[src/rtl/queue_ctrl_pkg.sv]
// Shared types and constants for the queue control block: FSM state encoding,
// occupancy counter direction codes and the depth derivation helper.
package queue_ctrl_pkg;

  typedef enum logic [1:0] {
    ST_EMPTY   = 2'b00,
    ST_PARTIAL = 2'b01,
    ST_FULL    = 2'b10
  } state_e;

  localparam logic CNT_UP = 1'b1;
  localparam logic CNT_DN = 1'b0;

  // Queue depth is always a power of two so pointers wrap naturally.
  function automatic int unsigned queue_depth(input int unsigned addr_w);
    return 32'd1 << addr_w;
  endfunction

endpackage

[src/rtl/queue_ctrl_if.sv]
// Requester/storage-facing bundle of the queue controller. The controller uses
// the slave view; whoever drives push/pop/flush uses the master view.
interface queue_ctrl_if #(
  parameter int ADDR_W = 10
);

  logic              Flush;
  logic              WrReq;
  logic              RdReq;
  logic              WrAck;
  logic              RdAck;
  logic              MemWe;
  logic              MemRe;
  logic [ADDR_W-1:0] WrAddr;
  logic [ADDR_W-1:0] RdAddr;
  logic              RdValid;
  logic              CntEn;
  logic              CntDir;
  logic [ADDR_W:0]   Count;
  logic              Empty;
  logic              Full;
  logic              AlmostEmpty;
  logic              AlmostFull;
  logic              Ovf;
  logic              Udf;

  modport slave (
    input  Flush, WrReq, RdReq,
    output WrAck, RdAck, MemWe, MemRe, WrAddr, RdAddr, RdValid,
           CntEn, CntDir, Count, Empty, Full, AlmostEmpty, AlmostFull,
           Ovf, Udf
  );

  modport master (
    output Flush, WrReq, RdReq,
    input  WrAck, RdAck, MemWe, MemRe, WrAddr, RdAddr, RdValid,
           CntEn, CntDir, Count, Empty, Full, AlmostEmpty, AlmostFull,
           Ovf, Udf
  );

endinterface

[src/rtl/queue_ctrl_ptr.sv]
// Wrapping ADDR_W-bit pointer: advances on Inc, clears synchronously on Clr,
// clears asynchronously on Rst. Used for both the write and read pointers.
module queue_ptr #(
  parameter int ADDR_W = 10
) (
  input  logic              Clk,
  input  logic              Rst,
  input  logic              Clr,
  input  logic              Inc,
  output logic [ADDR_W-1:0] Ptr
);

  logic [ADDR_W-1:0] ptr_q;
  logic [ADDR_W-1:0] ptr_d;

  always_comb begin
    // NOTE: default assignment first so every path writes ptr_d and no latch is inferred.
    ptr_d = ptr_q;
    if (Clr) begin
      ptr_d = '0;
    end else if (Inc) begin
      ptr_d = ptr_q + ADDR_W'(1);
    end
  end

  // NOTE: non-blocking assignment for state so all flops update from pre-edge values.
  always_ff @(posedge Clk or posedge Rst) begin
    if (Rst) begin
      ptr_q <= '0;
    end else begin
      ptr_q <= ptr_d;
    end
  end

  assign Ptr = ptr_q;

endmodule

[src/rtl/queue_ctrl.sv]
// Queue control and sequencing: gates push/pop handshakes, owns pointers and
// occupancy, drives the occupancy counter controls and reports status flags.
module queue_ctrl
  import queue_ctrl_pkg::*;
#(
  parameter int ADDR_W = 10,
  parameter int AF_LVL = 1020,
  parameter int AE_LVL = 4
) (
  input  logic         Clk,
  input  logic         Rst,
  queue_ctrl_if.slave  bus
);

  localparam int CW = ADDR_W + 1;
  localparam logic [ADDR_W:0] DEPTH_CNT = CW'(queue_depth(ADDR_W));
  localparam logic [ADDR_W:0] LAST_CNT  = DEPTH_CNT - CW'(1);
  localparam logic [ADDR_W:0] ONE_CNT   = CW'(1);
  localparam logic [ADDR_W:0] AF_CNT    = CW'(AF_LVL);
  localparam logic [ADDR_W:0] AE_CNT    = CW'(AE_LVL);

  state_e          state_q, state_d;
  logic [ADDR_W:0] cnt_q, cnt_d;
  logic            cnt_dir_q, cnt_dir_d;
  logic            rd_valid_q, rd_valid_d;
  logic            ovf_q, ovf_d;
  logic            udf_q, udf_d;

  logic            wr_ack, rd_ack;
  logic            wr_only, rd_only;
  logic            empty, full;

  // Acks are combinational but suppressed during reset and flush, and gated by
  // state alone so a same-cycle pop never frees room for a push (and vice versa).
  assign wr_ack  = ~Rst & ~bus.Flush & bus.WrReq & (state_q != ST_FULL);
  assign rd_ack  = ~Rst & ~bus.Flush & bus.RdReq & (state_q != ST_EMPTY);
  assign wr_only = wr_ack & ~rd_ack;
  assign rd_only = rd_ack & ~wr_ack;

  assign empty = (cnt_q == '0);
  assign full  = (cnt_q == DEPTH_CNT);

  always_comb begin
    state_d    = state_q;
    cnt_d      = cnt_q;
    cnt_dir_d  = cnt_dir_q;
    rd_valid_d = rd_ack;
    ovf_d      = ovf_q | (bus.WrReq & full);
    udf_d      = udf_q | (bus.RdReq & empty);

    if (wr_only) begin
      cnt_d     = cnt_q + ONE_CNT;
      cnt_dir_d = CNT_UP;
    end else if (rd_only) begin
      cnt_d     = cnt_q - ONE_CNT;
      cnt_dir_d = CNT_DN;
    end

    unique case (state_q)
      ST_EMPTY: begin
        if (wr_only) state_d = ST_PARTIAL;
      end
      ST_PARTIAL: begin
        if (rd_only && cnt_q == ONE_CNT)       state_d = ST_EMPTY;
        else if (wr_only && cnt_q == LAST_CNT) state_d = ST_FULL;
      end
      ST_FULL: begin
        if (rd_only) state_d = ST_PARTIAL;
      end
      default: state_d = ST_EMPTY;
    endcase

    // Flush returns everything to the reset state, overriding the updates above.
    if (bus.Flush) begin
      state_d    = ST_EMPTY;
      cnt_d      = '0;
      cnt_dir_d  = CNT_UP;
      rd_valid_d = 1'b0;
      ovf_d      = 1'b0;
      udf_d      = 1'b0;
    end
  end

  always_ff @(posedge Clk or posedge Rst) begin
    if (Rst) begin
      state_q    <= ST_EMPTY;
      cnt_q      <= '0;
      cnt_dir_q  <= CNT_UP;
      rd_valid_q <= 1'b0;
      ovf_q      <= 1'b0;
      udf_q      <= 1'b0;
    end else begin
      state_q    <= state_d;
      cnt_q      <= cnt_d;
      cnt_dir_q  <= cnt_dir_d;
      rd_valid_q <= rd_valid_d;
      ovf_q      <= ovf_d;
      udf_q      <= udf_d;
    end
  end

  queue_ptr #(.ADDR_W(ADDR_W)) u_wr_ptr (
    .Clk (Clk),
    .Rst (Rst),
    .Clr (bus.Flush),
    .Inc (wr_ack),
    .Ptr (bus.WrAddr)
  );

  queue_ptr #(.ADDR_W(ADDR_W)) u_rd_ptr (
    .Clk (Clk),
    .Rst (Rst),
    .Clr (bus.Flush),
    .Inc (rd_ack),
    .Ptr (bus.RdAddr)
  );

  assign bus.WrAck       = wr_ack;
  assign bus.RdAck       = rd_ack;
  assign bus.MemWe       = wr_ack;
  assign bus.MemRe       = rd_ack;
  assign bus.CntEn       = wr_only | rd_only;
  assign bus.CntDir      = cnt_dir_d;
  assign bus.RdValid     = rd_valid_q;
  assign bus.Count       = cnt_q;
  assign bus.Empty       = empty;
  assign bus.Full        = full;
  assign bus.AlmostEmpty = (cnt_q <= AE_CNT);
  assign bus.AlmostFull  = (cnt_q >= AF_CNT);
  assign bus.Ovf         = ovf_q;
  assign bus.Udf         = udf_q;

  // The state register must always agree with the occupancy it summarises.
  a_cnt_bound: assert property (@(posedge Clk) disable iff (Rst) cnt_q <= DEPTH_CNT);
  a_empty_consistent: assert property (@(posedge Clk) disable iff (Rst)
    (state_q == ST_EMPTY) == (cnt_q == '0));
  a_full_consistent: assert property (@(posedge Clk) disable iff (Rst)
    (state_q == ST_FULL) == (cnt_q == DEPTH_CNT));

endmodule

[src/flat_wrapper.sv]
// flat-port wrapper written by rule: the top's interface ports become plain ports
module queue_ctrl_flat import queue_ctrl_pkg::*;
#(
  parameter int ADDR_W = 10,
  parameter int AF_LVL = 1020,
  parameter int AE_LVL = 4
)
  (Clk, Rst, bus_Flush, bus_WrReq, bus_RdReq, bus_WrAck, bus_RdAck, bus_MemWe, bus_MemRe, bus_WrAddr, bus_RdAddr, bus_RdValid, bus_CntEn, bus_CntDir, bus_Count, bus_Empty, bus_Full, bus_AlmostEmpty, bus_AlmostFull, bus_Ovf, bus_Udf);
  queue_ctrl_if #(.ADDR_W(ADDR_W)) bus_i ();
  input  logic Clk;
  input  logic Rst;
  input wire logic [$bits(bus_i.Flush)-1:0] bus_Flush;
  input wire logic [$bits(bus_i.WrReq)-1:0] bus_WrReq;
  input wire logic [$bits(bus_i.RdReq)-1:0] bus_RdReq;
  output wire logic [$bits(bus_i.WrAck)-1:0] bus_WrAck;
  output wire logic [$bits(bus_i.RdAck)-1:0] bus_RdAck;
  output wire logic [$bits(bus_i.MemWe)-1:0] bus_MemWe;
  output wire logic [$bits(bus_i.MemRe)-1:0] bus_MemRe;
  output wire logic [$bits(bus_i.WrAddr)-1:0] bus_WrAddr;
  output wire logic [$bits(bus_i.RdAddr)-1:0] bus_RdAddr;
  output wire logic [$bits(bus_i.RdValid)-1:0] bus_RdValid;
  output wire logic [$bits(bus_i.CntEn)-1:0] bus_CntEn;
  output wire logic [$bits(bus_i.CntDir)-1:0] bus_CntDir;
  output wire logic [$bits(bus_i.Count)-1:0] bus_Count;
  output wire logic [$bits(bus_i.Empty)-1:0] bus_Empty;
  output wire logic [$bits(bus_i.Full)-1:0] bus_Full;
  output wire logic [$bits(bus_i.AlmostEmpty)-1:0] bus_AlmostEmpty;
  output wire logic [$bits(bus_i.AlmostFull)-1:0] bus_AlmostFull;
  output wire logic [$bits(bus_i.Ovf)-1:0] bus_Ovf;
  output wire logic [$bits(bus_i.Udf)-1:0] bus_Udf;
  assign bus_i.Flush = bus_Flush;
  assign bus_i.WrReq = bus_WrReq;
  assign bus_i.RdReq = bus_RdReq;
  assign bus_WrAck = bus_i.WrAck;
  assign bus_RdAck = bus_i.RdAck;
  assign bus_MemWe = bus_i.MemWe;
  assign bus_MemRe = bus_i.MemRe;
  assign bus_WrAddr = bus_i.WrAddr;
  assign bus_RdAddr = bus_i.RdAddr;
  assign bus_RdValid = bus_i.RdValid;
  assign bus_CntEn = bus_i.CntEn;
  assign bus_CntDir = bus_i.CntDir;
  assign bus_Count = bus_i.Count;
  assign bus_Empty = bus_i.Empty;
  assign bus_Full = bus_i.Full;
  assign bus_AlmostEmpty = bus_i.AlmostEmpty;
  assign bus_AlmostFull = bus_i.AlmostFull;
  assign bus_Ovf = bus_i.Ovf;
  assign bus_Udf = bus_i.Udf;
  queue_ctrl #(.ADDR_W(ADDR_W), .AF_LVL(AF_LVL), .AE_LVL(AE_LVL)) u_core (.Clk(Clk), .Rst(Rst), .bus(bus_i));
endmodule
[config.mk]
export PLATFORM = sky130hd
export DESIGN_NAME = queue_ctrl_flat
export DESIGN_NICKNAME = d
export VERILOG_FILES = /design/src/rtl/queue_ctrl_pkg.sv /design/src/rtl/queue_ctrl_if.sv /design/src/rtl/queue_ctrl_ptr.sv /design/src/rtl/queue_ctrl.sv /design/src/flat_wrapper.sv
export SDC_FILE = /design/constraint.sdc
export NUM_CORES = 1
export LEC_CHECK = 0
export CORE_MARGIN = 3
export CORE_UTILIZATION = 45
export DETAILED_ROUTE_END_ITERATION = 10
export HOLD_SLACK_MARGIN = 0.05
export PLACE_DENSITY = 0.8
export SYNTH_ARGS = -nofsm -noshare
export SYNTH_HDL_FRONTEND = slang
export SYNTH_SLANG_ARGS = --single-unit
[constraint.sdc]
create_clock -name Clk -period 2.8 [get_ports Clk]
set_input_delay 0.7 -clock Clk [delete_from_list [all_inputs] [get_ports Clk]]
set_output_delay 0.7 -clock Clk [all_outputs]
set_load 0.01 [all_outputs]
==> results <==
## registers in the layout, indices dropped and copies added, names as in the netlist
name                 count
u_core.bus.Count        11
u_core.cnt_dir_q         1
u_core.u_wr_ptr.Ptr     10
u_core.u_rd_ptr.Ptr     10
u_core.bus.Udf           1
u_core.state_q           2
u_core.bus.RdValid       1
u_core.bus.Ovf           1
## metal layers
layer  track usage, %  vias up
met5                0        -
met4            6.917        0
met3            5.073       14
met2            34.34       61
met1            27.44      978
li1                 -      992
## power by group through the flow
stage	Combinational [W]	Clock [W]	Sequential [W]
floorplan	0.000164	0	0.000620
global placement	0.000359	0	0.000611
detailed placement	0.000365	0	0.000610
CTS	0.000398	0.000498	0.000600
global route	0.000452	0.000510	0.000603
finish	0.000416	0.000485	0.000600
## placed cells by master, fill, tap and decap left out, types with 7 or more instances in the layout
master and instances:
or4_1 7, buf_4 31, nor3_1 15, nand2_1 15, nor2_1 26, clkdlybuf4s50_1 35, inv_1 9, dfrtp_1 32
nor4_1 7, xnor2_1 16, nand3_1 11
## layout make-up
cell class	instances	area share [%]
Multi-Input combinational cell	174	38.77
Sequential cell	37	30.60
Timing Repair Buffer	80	23.24
Clock buffer	7	2.834
Tap cell	52	2.136
Inverter	11	1.437
Clock inverter	1	0.9856
## how the worst min path moves through the flow
stage                                from                                  to  slack, ps  depth (start not counted)
2_1_floorplan  u_core.cnt_dir_q$_DFF_PP1_          u_core.cnt_dir_q$_DFF_PP1_        480                          2
3_3_place_gp   u_core.cnt_dir_q$_DFF_PP1_          u_core.cnt_dir_q$_DFF_PP1_        480                          2
3_5_place_dp   u_core.cnt_dir_q$_DFF_PP1_          u_core.cnt_dir_q$_DFF_PP1_        470                          2
4_1_cts        u_core.cnt_dir_q$_DFF_PP1_          u_core.cnt_dir_q$_DFF_PP1_        490                          2
5_1_grt                               Rst  u_core.u_wr_ptr.Ptr[6]$_DFFE_PP0P_        490                          2
6_report                              Rst  u_core.u_wr_ptr.Ptr[6]$_DFFE_PP0P_        460                          2
## cells by family (layout without fill, tap and decap cells)
kind of cell / after synthesis / in the layout / share of synthesized area, %
buffers and inverters: 23 / 99 / 4.705
XOR/XNOR: 16 / 16 / 6.588
flip-flops: 37 / 37 / 43.59
multiplexers: 1 / 1 / 0.4706
AND/OR/NAND/NOR: 120 / 120 / 30.88
adder cells (fa/ha/maj): 7 / 7 / 4.117
AO/OA/AOI/OAI: 30 / 30 / 9.648
## stage by stage
stage	setup TNS (ps)	utilization, %	power, W	hold WS [ps]
5_1_grt	0	68.55	0.001565	486.8
3_3_place_gp	-6305	63.96	0.0009697	476.0
3_5_place_dp	-7177	63.96	0.0009755	473.4
4_1_cts	-42.28	67.93	0.001495	494.4
6_report	0	68.55	0.001500	464.3
2_1_floorplan	-8.212	-	0.0007848	477.8
## what timing repair did
item / 4_1_cts / 5_1_grt
hold buffers: 0 / 0
buffers inserted: 3 / 3
cloned: 0 / 0
hold endpoints to repair: 0 / 0
endpoints found under the setup margin: 18 / 11
resized for setup: 41 / 8
pin swaps: 5 / 5
==> results.txt <==
fin nets: 321
Post-DP HPWL: 3.849 mm
RR Endpoint: u_core.bus.Count[6]$_DFFE_PP0P_
routed vias/inst: 5.649
Die X: 74.75 µm
WL met1: 2.486 mm
largest net degree at the start of global routing: 38
Buf/Inv on CP: 2
ANT cells: 0
Final period util: 97.87%
Max-slew headroom: 62.39%
Core ar.: 4444 µm²
Routed Wire Length: 5.529 mm
Reg2Reg Launch Point: u_core.state_q[1]$_DFFE_PP0P_
Synth area leaders: dfrtp_1 42%, xnor2_1 6.6%, nor2_1 4.9%
top cell type's share of synthesized area: 42.35%
worst vdd ir: 0.3677 mV
Clock Tree Buf Depth: 2
syn nets: 246
ys async rst share: 100.0%
Cells after Synth: 234
Worst Slack Setup Final: 59.64 ps
number of nets with antenna violations after routing: 0
Wirelength per Cell: 15.27 µm
met2 routed WL: 2.665 mm
# DRC: 0
Psw: 0.0004284 W
Comb power frac: 27.7%
total track usage: 21.00%
Mapped Area: 2127 µm²
pre-CTS WS: -717.4 ps
Starting DRT DRC Count: 95
CTS tree: done
CP delay by family, top: simple AND/OR/NAND/NOR gates
Yosys cell types: 43
Die Ht: 74.75 µm
outcome: finished clean
Avg Cell Area, Syn: 9.090 µm²
clock power share: 32.3%
clk slew on worst S/H paths: 70 ps
IO Count: 49
global route overflow: 0
Synth top cells by count: 36 x dfrtp_1, 28 x nor2_1, 16 x nor3_1, 16 x xnor2_1, 15 x nand2_1
I/O Buffers: 48
CTS H-Tree Depth: 2
Post-Layout Cell Count: 362
top sig layer: met4
Reg area: 932.1 µm²
Worst EP required: 2100 ps
vias in the first global route: 1964
Worst Max-Slew Pin Slew: 563.6 ps
DRT Pass-1 Iters: 5
synth warn: 0
Worst Hold Class: in2async
Setup crit end kind: output port
leakage: 1.272 nW
Critical path origin: bus_RdReq
met3 wire len: 256 µm
Seq/Total Area, Yosys: 43.59%
top_reg_cell synth: dfrtp_1
gpl congestion: 0.8347
CP startpoint kind: primary input
root buf cell: clkbuf_8
# fillers: 358
slowest CP cell: or3b_4
Crit path depth: 7
Worst R2R Path Depth: 9
Final Skew: 5.062 ps
Slowest Stage Delay on Critical Path: 380 ps
worst-path cell chain: dlygate4sd2_1 -> or3b_4 -> or2_4 -> ha_4 -> nor2_4 -> o21ai_2 -> buf_2
crit path time final: 2740 ps
Clock Latency Late Sink: 290 ps
P per Cell Area: 492.2 nW/µm²
final setup fails: 0
Slew Limit Fails: 0
Rows: 24
share of layout cells above drive strength 1: 22.90%
RSZ-0062 raised after global routing: false
Max-Cap Viols: 0
Clock Sinks: 37
end of the critical path: bus_CntDir
Final Hold Viols: 0
post-route cell area: 3047 µm²
cell taking the most area after synthesis: dfrtp_1
DP Area: 2843 µm²
R2R Setup Slk: 310 ps
footprint of the multi-input gates: 1181 µm²
Flop pwr share: 40.0%
most frequent cell after synthesis: dfrtp_1
# placed instances: 348
TritonCTS Buffers: 5
Pint: 0.001071 W
critical path class: in2out
Fmax achieved: 364.9 MHz
switch share: 28.57%
#FFs+latches synth: 37
first-pass GRT wire length: 9.114 mm
Post-synth EDFFs: 0
crit-path max FO: 3
area delta synth->final: 43.24%
arrival time at the worst endpoint: 2040 ps
initial antenna violation count: 0
Initial Util: 47.86%
die area: 5588 µm²
via count: 2045
Note: power is estimated with default switching activity, not from simulation.
==> patch, RTL diff (same settings) <==
`ADDR_W` is set to 10 in 4 places; all go to 9.
--- a/src/rtl/queue_ctrl_if.sv
+++ b/src/rtl/queue_ctrl_if.sv
@@ -1,7 +1,7 @@
 // Requester/storage-facing bundle of the queue controller. The controller uses
 // the slave view; whoever drives push/pop/flush uses the master view.
 interface queue_ctrl_if #(
-  parameter int ADDR_W = 10
+  parameter int ADDR_W = 9
 );
 
   logic              Flush;
--- a/src/rtl/queue_ctrl_ptr.sv
+++ b/src/rtl/queue_ctrl_ptr.sv
@@ -1,7 +1,7 @@
 // Wrapping ADDR_W-bit pointer: advances on Inc, clears synchronously on Clr,
 // clears asynchronously on Rst. Used for both the write and read pointers.
 module queue_ptr #(
-  parameter int ADDR_W = 10
+  parameter int ADDR_W = 9
 ) (
   input  logic              Clk,
   input  logic              Rst,
--- a/src/rtl/queue_ctrl.sv
+++ b/src/rtl/queue_ctrl.sv
@@ -3,7 +3,7 @@
 module queue_ctrl
   import queue_ctrl_pkg::*;
 #(
-  parameter int ADDR_W = 10,
+  parameter int ADDR_W = 9,
   parameter int AF_LVL = 1020,
   parameter int AE_LVL = 4
 ) (
--- a/src/flat_wrapper.sv
+++ b/src/flat_wrapper.sv
@@ -1,7 +1,7 @@
 // flat-port wrapper written by rule: the top's interface ports become plain ports
 module queue_ctrl_flat import queue_ctrl_pkg::*;
 #(
-  parameter int ADDR_W = 10,
+  parameter int ADDR_W = 9,
   parameter int AF_LVL = 1020,
   parameter int AE_LVL = 4
 )
Interface: changed (resized bus_Count, bus_RdAddr and bus_WrAddr); port bits go from 49 to 46. The function was not compared with the original's and may differ.
==> patch against the unedited design <==
Wire length decreased by 13%. Sequential cell count down 3. Clock power decreased by 29%. Via count shrank 12%. Total power down 7.7%. Count of clock-buffer cells in the layout stayed put. Clock skew is essentially flat. Worst setup slack got worse by 0.018 ns. Design area fell by 11%. Register-to-register slack improved by 0.10 ns. Largest cell class unchanged. Synthesized area is 5.3% lower.
==> patch: results (changes against the unedited design) <==
* Post-Synth Adder-Cell Area at 0.0435 (+0.00230)
* GRT met1 Usage at 0.235 (-0.0395)
* Post-Synth XOR/XNOR Area at 0.0565 (-0.00936)
* WHS at 0.471 ns (+0.00628 ns)
* Cell Count Post-Placement at 314 (-9.8%)
* Mux share of post-synthesis cell area at 0.0484 (+0.0437)
* Vias in the first global route at 1713 (-13%)
* Gr usage total at 0.188 (-0.0220)
* Max VDD drop at 0.336 mV (-8.6%)
* Worst EP arrival at 2.06 ns (+0.02 ns)
* Worst r2r dst: u_core.bus.Count[9]
* M3 GR Usage at 0.0427 (-0.00803)
* RePlAce Congestion at 0.826 (-1.0%)
* DR iter-0 viols at 116 (+22%)
* Flop2flop setup slack at 0.41 ns (+0.10 ns)
* Wire length on met2 at 2350 µm (-12%)
* Max reg flops at 10 (-1)
* Detailed Place HPWL at 3420 µm (-11%)
* Share of cells above drive strength 1 at 0.189 (-0.0399)
* Syn Nets at 223 (-9.3%)
* Syn avg cell area at 9.55 µm² (+5.0%)
* List of most frequent post-synthesis cells: dfrtp_1 (33), nor2_1 (31), inv_1 (10), nand4_1 (10)
* Met2 Track Usage GR at 0.305 (-0.0388)
* Top post-synthesis cells by area: dfrtp_1 (41%), nor2_1 (5.8%), ha_1 (4.3%), mux2_2 (3.4%), nand4_1 (3.1%)
* Pre-CTS setup slack at -0.556 ns (+0.162 ns)
* Max incr delay on CP at 0.27 ns (-0.11 ns)
* Post-DR vias/cell at 5.52 (-2.2%)
* Setup bufs post-CTS at 1 (-2)
* Status: completed
* Maximum clock frequency at 363 MHz (-0.66%)
* Pleak at 0.00124 µW (-2.4%)
* Max-slew headroom at 0.711 (+0.0874)
* Clock skew at 0.00509 ns (+0.0000266 ns)
* First-pass GRT wire length at 7690 µm (-16%)
* Synth Area in Compound Gates at 0.0901 (-0.00641)
-- patch: changes by cell type in the layout (fill, tap and decap cells not counted), sizes merged, moves of 6 or more --
cell / before / now
nor3: 16 / 5
xor2: 0 / 7
or4: 7 / 0
xnor2: 16 / 6
nand2: 15 / 9
nand4: 2 / 10
mux2: 0 / 6
buf: 35 / 26
-- patch: stage by stage --
step	util	total power, µW	cell area [µm²]
after floorplan	-	833	2010
after global placement	0.629	1020	2610
after detailed placement	0.629	1030	2610
after CTS	0.649	1380	2690
after global routing	0.657	1460	2720
final	0.657	1380	2720
-- patch: report_power, final --
group | total, µW | leakage, µW | internal [µW] | switching [µW]
Clock | 343 | 0.0000383 | 171 | 172
Combinational | 458 | 0.000742 | 240 | 217
Sequential | 584 | 0.000462 | 529 | 54.6
-- patch: area by class of cell --
cell class | count | area, µm²
fillers | 355 | 1420
well taps | 50 | 62.6
inverters | 10 | 37.5
multi-input cells | 155 | 1070
repair buffers | 69 | 621
flip-flops and latches | 34 | 853
clock buffers | 7 | 76.3
